$ cat config.mk
export PLATFORM = sky130hd
export DESIGN_NAME = cdb_arbiter
export DESIGN_NICKNAME = d
export VERILOG_FILES = /design/src/rtl/cdb_pkg.sv /design/src/rtl/cdb_fifo.sv /design/src/rtl/cdb_arbiter.sv
export SDC_FILE = /design/constraint.sdc
export NUM_CORES = 1
export LEC_CHECK = 0
export BUFFER_PORTS_ARGS = -buffer_cell sky130_fd_sc_hd__buf_2
export CAP_MARGIN = 20
export CORE_ASPECT_RATIO = 1.1
export CORE_MARGIN = 3
export CORE_UTILIZATION = 45
export DETAILED_ROUTE_END_ITERATION = 10
export GPL_TIMING_DRIVEN = 0
export PLACE_DENSITY = 0.61
export SETUP_SLACK_MARGIN = 0.3
export SLEW_MARGIN = 10
export SYNTH_ARGS = -nofsm -noshare
export SYNTH_HDL_FRONTEND = slang
export SYNTH_SLANG_ARGS = --single-unit
$ cat constraint.sdc
create_clock -name clk_in -period 5.17 [get_ports clk_in]
set_clock_uncertainty 0.05 [all_clocks]
set_input_delay 1.034 -clock clk_in [delete_from_list [all_inputs] [get_ports clk_in]]
set_output_delay 1.034 -clock clk_in [all_outputs]
set_load 0.1 [all_outputs]
$ cat src/rtl/cdb_pkg.sv
// rtl/cdb_pkg.sv - shared constants and entry record for the common data bus arbiter
package cdb_pkg;

  localparam int   Q_WIDTH_DEF = 4;
  localparam int   VALUE_W     = 32;
  localparam logic SRC_ALU     = 1'b0;
  localparam logic SRC_SLB     = 1'b1;

  typedef struct packed {
    logic [Q_WIDTH_DEF-1:0] tag;
    logic [VALUE_W-1:0]     value;
  } cdb_entry_t;

endpackage

$ cat src/rtl/cdb_fifo.sv
// rtl/cdb_fifo.sv - synchronous per-source result queue with count, full and empty
module cdb_fifo
  import cdb_pkg::*;
#(
  parameter int DW = Q_WIDTH_DEF + VALUE_W,
  parameter int AW = 2
) (
  input  logic          clk_in,
  input  logic          rst_in,
  input  logic          flush_in,
  input  logic          push_in,
  input  logic          pop_in,
  input  logic [DW-1:0] wdata_in,
  output logic [DW-1:0] rdata_out,
  output logic [AW:0]   count_out,
  output logic          full_out,
  output logic          empty_out
);

  localparam int DEPTH = 1 << AW;

  logic [DW-1:0] mem_q [DEPTH];
  logic [DW-1:0] mem_d [DEPTH];
  logic [AW-1:0] wr_ptr_q, wr_ptr_d;
  logic [AW-1:0] rd_ptr_q, rd_ptr_d;
  logic [AW:0]   count_q, count_d;
  logic          do_push, do_pop;

  // Full comes from the registered count only, so a same-cycle pop never frees a slot early.
  assign full_out  = (count_q == (AW+1)'(DEPTH));
  assign empty_out = (count_q == '0);
  assign count_out = count_q;
  assign rdata_out = mem_q[rd_ptr_q];
  assign do_push   = push_in && !full_out;
  assign do_pop    = pop_in && !empty_out;

  always_comb begin
    mem_d    = mem_q;
    wr_ptr_d = wr_ptr_q;
    rd_ptr_d = rd_ptr_q;
    count_d  = count_q;
    if (flush_in) begin
      wr_ptr_d = '0;
      rd_ptr_d = '0;
      count_d  = '0;
    end else begin
      if (do_push) begin
        mem_d[wr_ptr_q] = wdata_in;
        wr_ptr_d        = wr_ptr_q + AW'(1);
      end
      if (do_pop) begin
        rd_ptr_d = rd_ptr_q + AW'(1);
      end
      case ({do_push, do_pop})
        2'b10:   count_d = count_q + (AW+1)'(1);
        2'b01:   count_d = count_q - (AW+1)'(1);
        default: count_d = count_q;
      endcase
    end
  end

  always_ff @(posedge clk_in) begin
    mem_q <= mem_d;
  end

  always_ff @(posedge clk_in) begin
    if (rst_in) begin
      wr_ptr_q <= '0;
      rd_ptr_q <= '0;
      count_q  <= '0;
    end else begin
      wr_ptr_q <= wr_ptr_d;
      rd_ptr_q <= rd_ptr_d;
      count_q  <= count_d;
    end
  end

endmodule

$ cat src/rtl/cdb_arbiter.sv
// rtl/cdb_arbiter.sv - round-robin arbiter queuing ALU and SLB results onto one registered CDB
module cdb_arbiter
  import cdb_pkg::*;
#(
  parameter int Q_WIDTH = Q_WIDTH_DEF,
  parameter int FIFO_AW = 2
) (
  input  logic               clk_in,
  input  logic               rst_in,
  input  logic               rdy_in,
  input  logic               control_hazard,
  input  logic               alu_valid,
  input  logic [Q_WIDTH-1:0] alu_rob_tag,
  input  logic [31:0]        alu_value,
  output logic               alu_full,
  input  logic               slb_valid,
  input  logic [Q_WIDTH-1:0] slb_rob_tag,
  input  logic [31:0]        slb_value,
  output logic               slb_full,
  output logic               cdb_valid,
  output logic [Q_WIDTH-1:0] cdb_rob_tag,
  output logic [31:0]        cdb_value,
  output logic               cdb_src
);

  localparam int DW = Q_WIDTH + VALUE_W;

  logic               flush, active;
  logic               accept_alu, accept_slb;
  logic               pop_alu, pop_slb, both_pending;
  logic [DW-1:0]      alu_rdata, slb_rdata;
  logic [FIFO_AW:0]   alu_count, slb_count;
  logic               alu_empty, slb_empty;

  logic               rr_q, rr_d;
  logic               cdb_valid_q, cdb_valid_d;
  logic [Q_WIDTH-1:0] cdb_rob_tag_q, cdb_rob_tag_d;
  logic [31:0]        cdb_value_q, cdb_value_d;
  logic               cdb_src_q, cdb_src_d;

  assign flush  = rdy_in && control_hazard;
  assign active = rdy_in && !control_hazard;

  // Tag 0 marks "no dependency" and must never reach the bus, so it is not queued.
  assign accept_alu = active && alu_valid && !alu_full && (alu_rob_tag != '0);
  assign accept_slb = active && slb_valid && !slb_full && (slb_rob_tag != '0);

  cdb_fifo #(.DW(DW), .AW(FIFO_AW)) u_alu_fifo (
    .clk_in    (clk_in),
    .rst_in    (rst_in),
    .flush_in  (flush),
    .push_in   (accept_alu),
    .pop_in    (pop_alu),
    .wdata_in  ({alu_rob_tag, alu_value}),
    .rdata_out (alu_rdata),
    .count_out (alu_count),
    .full_out  (alu_full),
    .empty_out (alu_empty)
  );

  cdb_fifo #(.DW(DW), .AW(FIFO_AW)) u_slb_fifo (
    .clk_in    (clk_in),
    .rst_in    (rst_in),
    .flush_in  (flush),
    .push_in   (accept_slb),
    .pop_in    (pop_slb),
    .wdata_in  ({slb_rob_tag, slb_value}),
    .rdata_out (slb_rdata),
    .count_out (slb_count),
    .full_out  (slb_full),
    .empty_out (slb_empty)
  );

  assign both_pending = (alu_count != '0) && (slb_count != '0);

  always_comb begin
    pop_alu = 1'b0;
    pop_slb = 1'b0;
    if (active) begin
      if (both_pending) begin
        pop_alu = (rr_q == SRC_ALU);
        pop_slb = (rr_q == SRC_SLB);
      end else begin
        pop_alu = !alu_empty;
        pop_slb = !slb_empty;
      end
    end
  end

  always_comb begin
    rr_d          = rr_q;
    cdb_valid_d   = cdb_valid_q;
    cdb_rob_tag_d = cdb_rob_tag_q;
    cdb_value_d   = cdb_value_q;
    cdb_src_d     = cdb_src_q;
    if (flush) begin
      cdb_valid_d = 1'b0;
      rr_d        = SRC_ALU;
    end else if (active) begin
      cdb_valid_d = pop_alu || pop_slb;
      // After a contended grant the loser gets priority next time.
      if (both_pending) begin
        rr_d = ~rr_q;
      end
      if (pop_alu) begin
        {cdb_rob_tag_d, cdb_value_d} = alu_rdata;
        cdb_src_d                    = SRC_ALU;
      end else if (pop_slb) begin
        {cdb_rob_tag_d, cdb_value_d} = slb_rdata;
        cdb_src_d                    = SRC_SLB;
      end
    end
  end

  always_ff @(posedge clk_in) begin
    if (rst_in) begin
      rr_q          <= SRC_ALU;
      cdb_valid_q   <= 1'b0;
      cdb_rob_tag_q <= '0;
      cdb_value_q   <= '0;
      cdb_src_q     <= SRC_ALU;
    end else begin
      rr_q          <= rr_d;
      cdb_valid_q   <= cdb_valid_d;
      cdb_rob_tag_q <= cdb_rob_tag_d;
      cdb_value_q   <= cdb_value_d;
      cdb_src_q     <= cdb_src_d;
    end
  end

  assign cdb_valid   = cdb_valid_q;
  assign cdb_rob_tag = cdb_rob_tag_q;
  assign cdb_value   = cdb_value_q;
  assign cdb_src     = cdb_src_q;

endmodule

==> results.txt, run 1 <==
Yosys reg bits: 341
PortBufs: 117
average cell area after synthesis: 19.97 µm²
total number of vias: 6563
max_slew headroom: 44.21%
Clock Latency Late Sink: 0.50 ns
ranking of synthesized cells by area: edfxtp_1, mux4_2, dfxtp_1
final routed DRC violation total: 0
Seq/Total Area, Yosys: 74.81%
hold crit path type: flop to flop
unrepaired setup endpoints after global routing: no
CTS sink count: 341
Top Usage Layer GRT: met2
Final Slew Violations: 0
I/O Pins: 118
Resized Gates After CTS: 0
mapped cell area: 12980 µm²
FFs w/ async S/R, synth: 0%
Final Hold Viols: 0
R2R setup slack: 2.46 ns
hold_buf cts: 0
CP startpoint kind: input pin
Post-synth EDFFs: 288
GR met2 Demand/Resource: 31.30%
area delta synth->final: 17.76%
crit share post-route: 56.08%
CP max FO: 10
critical path class: input pin to flop
drt first-iter violations: 472
nets@finish: 902
Synth cell types: 36
Worst Max-Slew Pin Slew: 0.8368 ns
Final Critical Period: 2.899 ns
Mapped Nets: 740
Power Dens Cells: 371.1 nW/µm²
Die Ht: 184.1 µm
floorplan core area: 28110 µm²
WL final: 27.53 mm
antenna viol nets, final: 0
Total GRT Usage: 18.11%
share of the synthesized area in the top cell type: 66.63%
Arrival @ worst endpoint: 3.27 ns
final worst setup slack: 2.271 ns
Critical Path Start: control_hazard
DR pass1 iterations: 4
Max-Cap Viols: 0
total CTS buffers: 35
total global routing overflow: 0
Lkg Pwr: 5.304 nW
largest net degree at the start of global routing: 27
clock tree buffer depth: 3
grt met1 use: 23.49%
YS warnings: 0
global-route wire length before repair: 41.91 mm
row count: 64
cell taking the most area after synthesis: edfxtp_1
initial antenna violation count: 2
Post-CTS Repair Setup Buffers: 0
share of cells above drive strength 1: 32.58%
clock slew at reported path FFs: 0.06 ns
VDD IR max: 0.2316 mV
Bufs and invs on worst path: 6
CP Cell Sequence: buf_2 > nor2b_1 > buf_2 > nand3_2 > buf_12 > buf_12 > inv_1 > ha_1 > inv_1 > fa_1 > xor2_1 > or3_1 > a21oi_1
H-tree levels: 2
CTS Root Cell: clkbuf_16
Min-Delay Startpoint: cdb_src
slowest CP cell: fa_1
number of global-route vias before repair: 7223
area of the die: 30920 µm²
cell family with most CP delay: buffers and inverters
Routability Congestion: 0.8125
Setup WS pre-CTS: 1.784 ns
dpl hpwl: 17.98 mm
setup violators final: 0
GR Layer Usage met3: 3.647%
outcome: complete, no violations
drt wl/cell: 22.88 µm
CP peak stage delay: 0.37 ns
CTS tree: yes
Via density: 5.456
Worst setup EP type: flop
Die W: 167.9 µm
setup_tns: 0 ns
Mapped Cells: 650
Post-synth top flop: edfxtp_1
fmax: 0.3449 GHz
Worst Path Required: 5.54 ns
reg2reg start: u_slb_fifo.count_out[0]
Initial Utilization: 46.18%
stage by stage:
step / cell area, µm² / util [%] / hold slack (ns) / total power [mW] / cells
after detailed placement: 14190 / 50.48 / 0.4185 / 3.375 / 1138
after global placement: 14020 / 49.88 / 0.4099 / 3.361 / 1130
after CTS: 15280 / 54.36 / 0.4321 / 5.723 / 1201
after floorplan: 12980 / - / 0.4247 / 3.269 / 650
after global routing: 15280 / 54.38 / 0.4653 / 5.856 / 1203
final: 15280 / 54.38 / 0.4327 / 5.671 / 1203
registers in the layout (all words and copies together) (netlist names):
name / count
u_alu_fifo.mem_q: 144
u_slb_fifo.mem_q: 144
cdb_value: 32
cdb_rob_tag: 4
u_alu_fifo.count_out: 3
u_slb_fifo.count_out: 3
u_alu_fifo.rd_ptr_q: 2
u_alu_fifo.wr_ptr_q: 2
u_slb_fifo.rd_ptr_q: 2
u_slb_fifo.wr_ptr_q: 2
cdb_src: 1
cdb_valid: 1
rr_q: 1
final timing paths:
kind | endpoint | cells past startpoint
setup reg to reg | u_alu_fifo.count_out[2] | 11
hold / removal | cdb_src | 2
hold reg to reg | cdb_src | 2
setup / recovery | u_alu_fifo.count_out[2] | 13
where the power goes:
part / internal, mW / switching (mW)
combinational: 0.0850 / 0.199
clock: 1.39 / 0.963
sequential: 3.02 / 0.0142
total: 4.50 / 1.18
layout make-up:
class,count,area [µm²]
well taps,363,454.2
clock buffers,54,1050
multi-input cells,259,2989
fillers,2197,12820
clock inverters,9,40.04
repair buffers,125,745.7
diodes,2,5.005
plain buffers,36,237.7
flip-flops and latches,341,9709
inverters,14,52.55
worst min-delay path, cell delays in order (launching register included):
cell	delay (ns)
dfxtp_1	0.33
nand2_1	0.06
a21oi_1	0.05
synthesized netlist by cell type (all sizes together), types with 4 or more instances:
cell type and n:
edfxtp 288, mux4 72, dfxtp 53, nor2 51
mux2i 38, a211oi 36, buf 21, clkbuf 15
inv 14, ha 10, and2 8, xor2 8
a21oi 6, or3 4
cells in the final DEF (no fill, tap or decap), types with 3 or more instances in the layout:
master,count
xor2_1,8
mux4_2,72
buf_2,126
inv_1,14
edfxtp_1,288
dfxtp_1,53
clkbuf_8,6
a211oi_1,36
nor2_1,51
clkbuf_1,26
a21oi_1,6
mux2i_1,38
or3_1,3
buf_12,12
o21ai_0,3
and2_2,8
buf_4,7
clkbuf_16,37
xnor2_1,3
ha_1,10
clkinv_1,6
per-layer routing:
layer	part of all wire, %	wire length (µm)	vias up
met5	0	0	-
met1	41	11320	3402
met3	5.2	1421	37
li1	-	-	2940
met4	1.8	507	0
met2	52	14280	184
cells by family (layout without fill, tap and decap cells):
group | after synthesis | count (layout) | share of synthesized area [%]
AND/OR/NAND/NOR | 76 | 76 | 2.786
other | 0 | 2 | 0
buffers and inverters | 50 | 238 | 2.237
multiplexers | 110 | 110 | 15.42
AO/OA/AOI/OAI | 50 | 50 | 2.728
flip-flops | 341 | 341 | 74.81
adder cells (fa/ha/maj) | 12 | 12 | 1.273
XOR/XNOR | 11 | 11 | 0.7424
Power figures use the tool's default switching activity.
==> run 2: changes to the inputs <==
- clock period: 5.17 -> 3 ns (I/O delays scaled with it)
==> results.txt, run 2 (same netlist as run 1, synthesis figures left out) <==
outcome: complete, no violations (unchanged)
# fillers: 2218 (was 2197)
Power Dens Cells: 632.3 nW/µm² (was 371.1 nW/µm²)
antenna viol nets, final: 0 (unchanged)
total number of vias: 6506 (was 6563)
Bufs and invs on worst path: 4 (was 6)
CP peak stage delay: 0.35 ns (was 0.37 ns)
CP Cell Sequence: o31ai_4 > nand3_2 > buf_12 > buf_12 > inv_1 > ha_2 > inv_1 > fa_2 > xor2_1 > or3_1 > a21oi_1 (was buf_2 > nor2b_1 > buf_2 > nand3_2 > buf_12 > buf_12 > inv_1 > ha_1 > inv_1 > fa_1 > xor2_1 > or3_1 > a21oi_1)
clock slew at reported path FFs: 0.06 ns (about the same)
DR pass1 iterations: 4 (unchanged)
Initial Utilization: 46.18% (unchanged)
hold crit path type: input pin to flop (was flop to flop)
area occupied by multi-input gates: 3035 µm² (was 2989 µm²)
max_slew headroom: 46.43% (was 44.21%)
slowest CP cell: dfxtp_2 (was fa_1)
Final Util: 54.61% (was 54.38%)
commonest non-fill, non-tap cell in the layout: edfxtp_1 (unchanged)
Via density: 5.408 (was 5.456)
Setup WS pre-CTS: 0.07530 ns (was 1.784 ns)
final routed DRC violation total: 0 (unchanged)
CTS Root Cell: clkbuf_16 (unchanged)
setup violators final: 0 (unchanged)
sw power: 2.091 mW (was 1.176 mW)
fmax: 0.3942 GHz
Int Power: 7.615 mW (was 4.495 mW)
area of the die: 30920 µm² (unchanged)
row count: 64 (unchanged)
Die Ht: 184.1 µm (unchanged)
clock tree buffer depth: 3 (unchanged)
critical path class: flop to flop (was input pin to flop)
VDD IR max: 0.3649 mV (was 0.2316 mV)
nets@finish: 902 (unchanged)
largest net degree at the start of global routing: 26 (was 27)
total global routing overflow: 0 (unchanged)
floorplan core area: 28110 µm² (unchanged)
Post-CTS Repair Setup Buffers: 0 (unchanged)
CTS sink count: 341 (unchanged)
switching share of power: 21.54% (was 20.73%)
drt first-iter violations: 488 (was 472)
Resized Gates After CTS: 0 (unchanged)
PortBufs: 117 (unchanged)
Lkg Pwr: 5.318 nW (was 5.304 nW)
Arrival @ worst endpoint: 2.92 ns (was 3.27 ns)
hold_buf cts: 0 (unchanged)
hold_ws: 0.2514 ns (was 0.4327 ns)
Final Critical Period: 2.537 ns
Total GRT Usage: 18.03% (was 18.11%)
initial antenna violation count: 1 (was 2)
CTS tree: yes (unchanged)
total CTS buffers: 35 (unchanged)
global-route wire length before repair: 42.01 mm (was 41.91 mm)
crit share post-route: 84.57%
Worst setup EP type: flop (unchanged)
Worst Max-Slew Pin Slew: 0.8035 ns (was 0.8368 ns)
clock power share: 41.1% (was 41.6%)
Clock Latency Late Sink: 0.51 ns (was 0.50 ns)
WL final: 27.36 mm (was 27.53 mm)
dpl hpwl: 18.36 mm (was 17.98 mm)
H-tree levels: 2 (unchanged)
Worst Path Required: 3.38 ns (was 5.54 ns)
I/O Pins: 118 (unchanged)
number of global-route vias before repair: 7070 (was 7223)
CP max FO: 10 (unchanged)
final worst setup slack: 0.4629 ns (was 2.271 ns)
Routability Congestion: 0.7714 (was 0.8125)
Reg power frac: 53.8% (was 53.4%)
Die W: 167.9 µm (unchanged)
setup_tns: 0 ns (unchanged)
register area: 9717 µm² (was 9709 µm²)
CP startpoint kind: flop (was input pin)
drt wl/cell: 22.74 µm (was 22.88 µm)
area delta synth->final: 18.27% (was 17.76%)
cell family with most CP delay: adder cells (was buffers and inverters)
unrepaired setup endpoints after global routing: no (unchanged)
Final Hold Viols: 0 (unchanged)
Gate power share: 5.1% (was 5.0%)
Max-Cap Viols: 0 (unchanged)
most frequent cells in the layout: edfxtp_1, buf_2, mux4_2, nor2_1, dfxtp_1 (was edfxtp_1, buf_2, mux4_2, dfxtp_1, nor2_1)
Final Slew Violations: 0 (unchanged)
share of cells above drive strength 1: 34.80% (was 32.58%)
==> run 2: final cells by class <==
type	instances	area share (%)
Tap cell	363	2.959
Clock buffer	45	6.219
Sequential cell	341	63.30
Inverter	14	0.3424
Timing Repair Buffer	125	5.054
Clock inverter	19	0.7662
Buffer	36	1.565
Antenna cell	1	0.01630
Multi-Input combinational cell	259	19.78
==> run 2: worst paths after layout <==
kind / start / end / slack [ns] / cells after the start
worst max-delay path: u_slb_fifo.count_out[2] / u_alu_fifo.count_out[2] / 0.46 / 11
worst min register to register: cdb_valid / cdb_valid / 0.42 / 2
worst min-delay path: alu_value[25] / u_alu_fifo.mem_q[133] / 0.25 / 1
worst max register to register: u_slb_fifo.count_out[2] / u_alu_fifo.count_out[2] / 0.46 / 11
==> run 2: through the flow <==
stage	std cells	area, µm²	power (mW)
after global placement	1130	14060	5.793
final	1203	15350	9.705
after detailed placement	1138	14260	5.820
after global routing	1203	15350	10.03
after floorplan	650	13020	5.637
after CTS	1202	15330	9.784
==> run 2: per-layer routing <==
metal / wire (µm) / vias to the layer above / global-route usage, %
li1: - / 2934 / -
met2: 14390 / 170 / 32.15
met4: 558 / 0 / 4.812
met5: 0 / - / 0
met3: 1444 / 38 / 3.067
met1: 10970 / 3364 / 23.10
==> run 2: worst reg2reg max path: stages, from the launching register on <==
cell and delay [ns]:
dfxtp_2 0.35, o31ai_4 0.27, nand3_2 0.13, buf_12 0.18
buf_12 0.16, inv_1 0.10, ha_2 0.20, inv_1 0.06
fa_2 0.33, xor2_1 0.15, or3_1 0.31, a21oi_1 0.16
==> run 2: power groups by stage <==
stage / sequential (mW) / combinational (mW) / clock (mW)
after floorplan: 5.47 / 0.165 / 0
after global placement: 5.32 / 0.471 / 0
after detailed placement: 5.32 / 0.495 / 0
after CTS: 5.22 / 0.496 / 4.06
after global routing: 5.23 / 0.526 / 4.28
final: 5.22 / 0.491 / 3.99
